<file path="src/rtl/cajero_pkg.sv">
// cajero_pkg: shared key codes, debounce state encoding and amount width for the ATM keypad.
package cajero_pkg;
    localparam int MONTO_W = 32;
    localparam logic [3:0] TECLA_ENTER = 4'hA;
    localparam logic [3:0] TECLA_BORRAR = 4'hB;
    typedef enum logic [1:0] {REPOSO, FILTRANDO, ESPERA_SOLTAR} estado_t;
    function automatic logic es_digito(input logic [3:0] c);
        return c <= 4'd9;
    endfunction
endpackage

</file>
<file path="src/rtl/teclado_antirrebote.sv">
// teclado_antirrebote: turns a bouncing key-down level into a single key event per press.
module teclado_antirrebote
    import cajero_pkg::*;
#(
    parameter int DEBOUNCE_CYCLES = 4
) (
    input  logic       CLK,
    input  logic       RESET,
    input  logic       PRESIONADA,
    input  logic [3:0] CODIGO,
    output logic       EVENTO,
    output logic [3:0] CODIGO_EV
);
    localparam logic [7:0] ULTIMO = 8'(DEBOUNCE_CYCLES - 1);
    estado_t estado, estado_n;
    logic [7:0] cnt, cnt_n;
    logic [3:0] cap, cap_n;
    always_ff @(posedge CLK) begin
        if (!RESET) begin
            estado <= REPOSO;
            cnt <= '0;
            cap <= '0;
        end else begin
            estado <= estado_n;
            cnt <= cnt_n;
            cap <= cap_n;
        end
    end
    always_comb begin
        estado_n = estado;
        cnt_n = cnt;
        cap_n = cap;
        case (estado)
            REPOSO:
                if (PRESIONADA) begin
                    estado_n = FILTRANDO;
                    cnt_n = 8'd1;
                    cap_n = CODIGO;
                end
            FILTRANDO:
                if (!PRESIONADA) begin
                    estado_n = REPOSO;
                    cnt_n = '0;
                end else if (CODIGO != cap) begin
                    cap_n = CODIGO;
                    cnt_n = 8'd1;
                end else if (cnt == ULTIMO) begin
                    estado_n = ESPERA_SOLTAR;
                    cnt_n = '0;
                end else cnt_n = cnt + 8'd1;
            ESPERA_SOLTAR:
                if (PRESIONADA) cnt_n = '0;
                else if (cnt == ULTIMO) begin
                    estado_n = REPOSO;
                    cnt_n = '0;
                end else cnt_n = cnt + 8'd1;
            default: estado_n = REPOSO;
        endcase
    end
    // Event fires on the sample that completes the stable run, so the top registers it on that same edge.
    always_comb begin
        EVENTO = estado == FILTRANDO && PRESIONADA && CODIGO == cap && cnt == ULTIMO;
        CODIGO_EV = cap;
    end
endmodule

</file>
<file path="src/rtl/teclado_cajero.sv">
// teclado_cajero: keypad front end forwarding PIN digits and accumulating decimal amounts.
// Define TECLADO_SYNC_2FF_EN to pass the raw inputs through a 2-flop synchronizer.
module teclado_cajero
    import cajero_pkg::*;
#(
    parameter int DEBOUNCE_CYCLES = 4,
    parameter int MAX_DIGITOS = 9
) (
    input  logic               CLK,
    input  logic               RESET,
    input  logic               TECLA_PRESIONADA,
    input  logic [3:0]         TECLA_CODIGO,
    input  logic               MODO_MONTO,
    output logic [3:0]         DIGITO,
    output logic               DIGITO_STB,
    output logic [MONTO_W-1:0] MONTO,
    output logic               MONTO_STB,
    output logic               MONTO_ERROR,
    output logic               TECLA_INVALIDA
);
    localparam int CNT_W = $clog2(MAX_DIGITOS + 1);
    logic pres_s, modo_s;
    logic [3:0] cod_s;
`ifdef TECLADO_SYNC_2FF_EN
    logic [5:0] sync1, sync2;
    always_ff @(posedge CLK) begin
        if (!RESET) begin
            sync1 <= '0;
            sync2 <= '0;
        end else begin
            sync1 <= {MODO_MONTO, TECLA_PRESIONADA, TECLA_CODIGO};
            sync2 <= sync1;
        end
    end
    assign {modo_s, pres_s, cod_s} = sync2;
`else
    assign {modo_s, pres_s, cod_s} = {MODO_MONTO, TECLA_PRESIONADA, TECLA_CODIGO};
`endif
    logic ev;
    logic [3:0] ev_cod;
    teclado_antirrebote #(.DEBOUNCE_CYCLES(DEBOUNCE_CYCLES)) u_antirrebote (
        .CLK       (CLK),
        .RESET     (RESET),
        .PRESIONADA(pres_s),
        .CODIGO    (cod_s),
        .EVENTO    (ev),
        .CODIGO_EV (ev_cod)
    );
    logic modo_prev, cambio;
    logic [MONTO_W-1:0] acc, acc_b, acc_n;
    logic [CNT_W-1:0] cnt, cnt_b, cnt_n;
    logic dig_n, mstb_n, err_n, inv_n;
    // A mode change clears the entry first; a key in the same cycle then sees the cleared state.
    always_comb begin
        cambio = modo_s != modo_prev;
        acc_b = cambio ? '0 : acc;
        cnt_b = cambio ? '0 : cnt;
        acc_n = acc_b;
        cnt_n = cnt_b;
        dig_n = 1'b0;
        mstb_n = 1'b0;
        err_n = 1'b0;
        inv_n = 1'b0;
        if (ev) begin
            if (ev_cod >= 4'hC) inv_n = 1'b1;
            else if (!modo_s) dig_n = es_digito(ev_cod);
            else if (es_digito(ev_cod)) begin
                if (cnt_b < CNT_W'(MAX_DIGITOS)) begin
                    acc_n = acc_b * MONTO_W'(10) + MONTO_W'(ev_cod);
                    cnt_n = cnt_b + CNT_W'(1);
                end else err_n = 1'b1;
            end else begin
                mstb_n = ev_cod == TECLA_ENTER && cnt_b != '0;
                err_n = ev_cod == TECLA_ENTER && cnt_b == '0;
                acc_n = '0;
                cnt_n = '0;
            end
        end
    end
    always_ff @(posedge CLK) begin
        if (!RESET) begin
            modo_prev <= 1'b0;
            acc <= '0;
            cnt <= '0;
            DIGITO <= '0;
            DIGITO_STB <= 1'b0;
            MONTO <= '0;
            MONTO_STB <= 1'b0;
            MONTO_ERROR <= 1'b0;
            TECLA_INVALIDA <= 1'b0;
        end else begin
            modo_prev <= modo_s;
            acc <= acc_n;
            cnt <= cnt_n;
            DIGITO <= dig_n ? ev_cod : DIGITO;
            DIGITO_STB <= dig_n;
            MONTO <= mstb_n ? acc_b : MONTO;
            MONTO_STB <= mstb_n;
            MONTO_ERROR <= err_n;
            TECLA_INVALIDA <= inv_n;
        end
    end
endmodule
</file>
<file path="config.mk">
export PLATFORM = sky130hd
export DESIGN_NAME = teclado_cajero
export DESIGN_NICKNAME = d
export VERILOG_FILES = /design/src/rtl/cajero_pkg.sv /design/src/rtl/teclado_antirrebote.sv /design/src/rtl/teclado_cajero.sv
export SDC_FILE = /design/constraint.sdc
export NUM_CORES = 1
export LEC_CHECK = 0
export CAP_MARGIN = 40
export CELL_PAD_IN_SITES_DETAIL_PLACEMENT = 2
export CELL_PAD_IN_SITES_GLOBAL_PLACEMENT = 2
export CORE_MARGIN = 8
export CORE_UTILIZATION = 35
export CTS_CLUSTER_SIZE = 14
export DETAILED_ROUTE_END_ITERATION = 7
export GPL_TIMING_DRIVEN = 0
export HOLD_SLACK_MARGIN = 0.03
export PLACE_DENSITY = 0.82
export SLEW_MARGIN = 40
export SYNTH_ARGS = -nofsm -noshare
export SYNTH_HDL_FRONTEND = slang
export SYNTH_SLANG_ARGS = --single-unit
</file>
<file path="constraint.sdc">
create_clock -name CLK -period 6.3 [get_ports CLK]
set_clock_uncertainty 0.2 [all_clocks]
set_input_delay 1.575 -clock CLK [delete_from_list [all_inputs] [get_ports CLK]]
set_output_delay 1.575 -clock CLK [all_outputs]
set_load 0.03 [all_outputs]
</file>
==> results.yml <==
run_status:
  status: "finished clean"
layout:
  fin_util_pct: 41.5
  final_cell_mix: "nand2_1 (120), dfxtp_1 (91), nor2_1 (80)"
  area_growth_pct: 17.1
  multi_input_area_um2: 4580
  final_common_cell: "nand2_1"
  nets: 966
  antenna-diode-count: 0
  fill_cells: 2153
  drive_gt1_share_pct: 6.96
  final_area_um2: 7720
  regArea_um2: 1820
floorplanning:
  pin_count: 48
  start_util_pct: 35.5
  dieArea_um2: 23500
  fp.dieH_um: 153
  fp.dieW_um: 153
  rows: 50
  core_um2: 18600
timing:
  tightest_slew_ns: 0.656
  timing.final.ws_setup_ns: 0.343
  fin_crit_ns: 5.96
  maxSlewHeadroom_pct: 56.0
  slew_violations: 0
  finalHoldViolations: 0
  rsz0062_at_grt: "no"
  period_share_pct: 94.6
  setup_viol: 0
  fmax_ghz: 0.168
power:
  vdd.ir_drop.worst_mv: 0.136
  p_per_area_nw_per_um2: 160
  switching_share_pct: 24.9
  p_int_mw: 0.925
  power_frac_seq_pct: 47.6
  leakagePower_nw: 2.92
  p_sw_mw: 0.307
  power_frac_clock_pct: 45.6
  pwr-share-comb_pct: 6.8
setup_path:
  end_kind: "flip-flop"
  worst_setup_path_start_kind: "input pin"
  arrival_ns: 5.97
  regToRegSetupSlack_ns: 1.31
  cp-startpoint: "MODO_MONTO"
  crit_path_max_fanout: 10
  r2r_end: "acc[28]$_SDFF_PN0_"
  crit_type: "in -> reg"
  reg2reg_from: "modo_prev$_SDFF_PN0_"
  required_ns: 6.31
  endpoint: "acc[28]$_SDFF_PN0_"
  r2r_cells: 17
placed_design:
  dpl_cell_area_um2: 7340
  hpwl_um: 18100
  dp_slack_ns: -0.739
  place.gp.congestion: 0.841
  portBuffers: 46
synthesis:
  synth-seq-area-share_pct: 27.6
  synth_area_um2: 6590
  synth-edff-count: 0
  async_reset_ff_share_pct: 0
  synthCells: 856
  synth_nets: 908
  ys_seq_elements: 91
  synth.avg_cell_area_um2: 7.70
  synth_warnings: 0
  ys_types: 74
  synthFlopType: "dfxtp_1"
routing:
  drc: 0
  first_iter_violations: 257
  drtPass1Iterations: 4
  dr_total_vias: 6511
  drtAntennaViolNets: 0
  drt-total-wl_um: 23700
  wl_per_cell_um: 20.5
  via_per_inst: 5.65
clock_tree:
  cts_max_level: 3
  clk_latency_ns: 0.34
  path_clk_slew_ns: 0.07
  cts_sinks: 91
  clock-root-buffer: "clkbuf_16"
  cts_buffers: 9
  cts.path.max_buffers: 2
  cts_tree: "yes"
worst_hold_path:
  hp-start: "acc[25]$_SDFF_PN0_"
  hp-class: "reg -> reg"
global_routing:
  antenna_found_initial: 0
  grt_pass1_vias: 7029
  grt_first_pass_wirelength_um: 38700
  grt.overflow.total: 0
  track_usage_pct: 20.2
  grt_max_degree: 16
run:
  drv_cap: 0
==> flip-flops by register name, summed over array words and instances, names as in the netlist, 2 cells and up <==
signal and count:
u_antirrebote.CODIGO_EV 4, MONTO 32, DIGITO 4, acc 32
cnt 4, u_antirrebote.estado 2, u_antirrebote.cnt 8
==> through the flow <==
step	TNS, ns	instances	power, mW	hold slack, ns
after CTS	0	1152	1.24	0.256
after detailed placement	-7.28	1136	0.679	0.240
after global routing	0	1153	1.27	0.280
after floorplan	0	856	0.646	0.217
after global placement	-4.93	1136	0.676	0.227
final	0	1153	1.23	0.249
==> how the worst min path moves through the flow <==
stage	slack [ns]	end	depth (start not counted)
global placement	0.23	acc[24]$_SDFF_PN0_	2
floorplan	0.22	acc[24]$_SDFF_PN0_	2
finish	0.25	acc[25]$_SDFF_PN0_	2
detailed placement	0.24	acc[25]$_SDFF_PN0_	2
CTS	0.26	acc[25]$_SDFF_PN0_	2
global route	0.28	MONTO[28]$_SDFFE_PN0P_	2
==> power by group through the flow <==
stage	Sequential [mW]	Clock, mW	Combinational [mW]
detailed placement	0.598	0	0.0804
global placement	0.598	0	0.0783
global route	0.586	0.592	0.0915
floorplan	0.596	0	0.0497
finish	0.586	0.562	0.0839
CTS	0.586	0.572	0.0836
==> cell type report <==
class	instances	area share (%)
multi-input combinational	705	59.3
sequential	91	23.6
timing repair buffer	47	6.06
tap	234	3.79
clock buffer	11	3.15
buffer	45	2.53
clock inverter	5	0.794
inverter	15	0.730
==> cell families after synthesis <==
group / Yosys count / share of synthesized area [%]
multiplexers: 12 / 1.90
buffers and inverters: 60 / 3.68
flip-flops: 91 / 27.6
AND/OR/NAND/NOR: 364 / 27.4
XOR/XNOR: 85 / 11.4
AO/OA/AOI/OAI: 200 / 19.5
adder cells (fa/ha/maj): 44 / 8.47
==> critical path: stages <==
cell	delay, ns
clkbuf_2	0.21
xnor2_4	0.23
clkbuf_2	0.26
clkbuf_2	0.26
and3_1	0.22
ha_1	0.22
fa_1	0.45
a211oi_4	0.42
nor4_1	0.10
or4_4	0.54
a21oi_2	0.21
and4_1	0.23
and2_1	0.12
buf_4	0.15
nand4_2	0.19
nor3b_2	0.27
xnor2_1	0.19
o21ai_1	0.11
==> synthesized netlist by cell type (all sizes together), types with 2 or more instances <==
cell type  instances  area share (%)
or3                7            0.66
nand3b             4            0.46
and3              33             3.1
nor3               8            0.61
nand4b             2            0.27
xnor2             64             8.5
a211o              2            0.27
a31o               2            0.27
dfxtp             91              28
a21oi             80             6.2
ha                43             8.2
o221ai             3            0.40
a2111oi            3            0.68
nor2              80             4.6
a22oi              3            0.34
and2              15             1.4
xor2              21             2.9
nand4             10             1.1
o21bai             4            0.46
nor3b              2            0.30
a211oi             9             1.3
nand2b             6            0.57
or2                2            0.19
a21boi             3            0.34
nor2b              7            0.66
nor4               8            0.95
o31ai              2            0.44
a221oi             3            0.40
o21a               4            0.46
o21ai             47             3.6
nor4b              3            0.63
a31oi              4            0.38
o211a              4            0.61
a21o               9             1.0
mux2i             11             1.7
nand3             48             3.7
o211ai             7            0.80
nand2            121             6.9
buf               10            0.80
and4               3            0.40
a41oi              2            0.27
clkbuf            35             2.0
inv               15            0.85
==> layer usage <==
layer,track usage [%],part of all wire (%),up-vias,wire [µm]
met5,0,0,-,0
met4,6.17,2.3,0,533
met3,1.95,2.2,28,509
met2,35.7,49,79,11600
met1,25.3,47,3263,11000
li1,-,-,3141,-
==> timing repair <==
item                                    in CTS  in global routing
endpoints found under the setup margin      11                  7
resized for setup                            7                 13
setup buffers                                0                  1
pin swaps                                    0                  2
hold buffers                                 0                  0
Power figures use the tool's default switching activity.
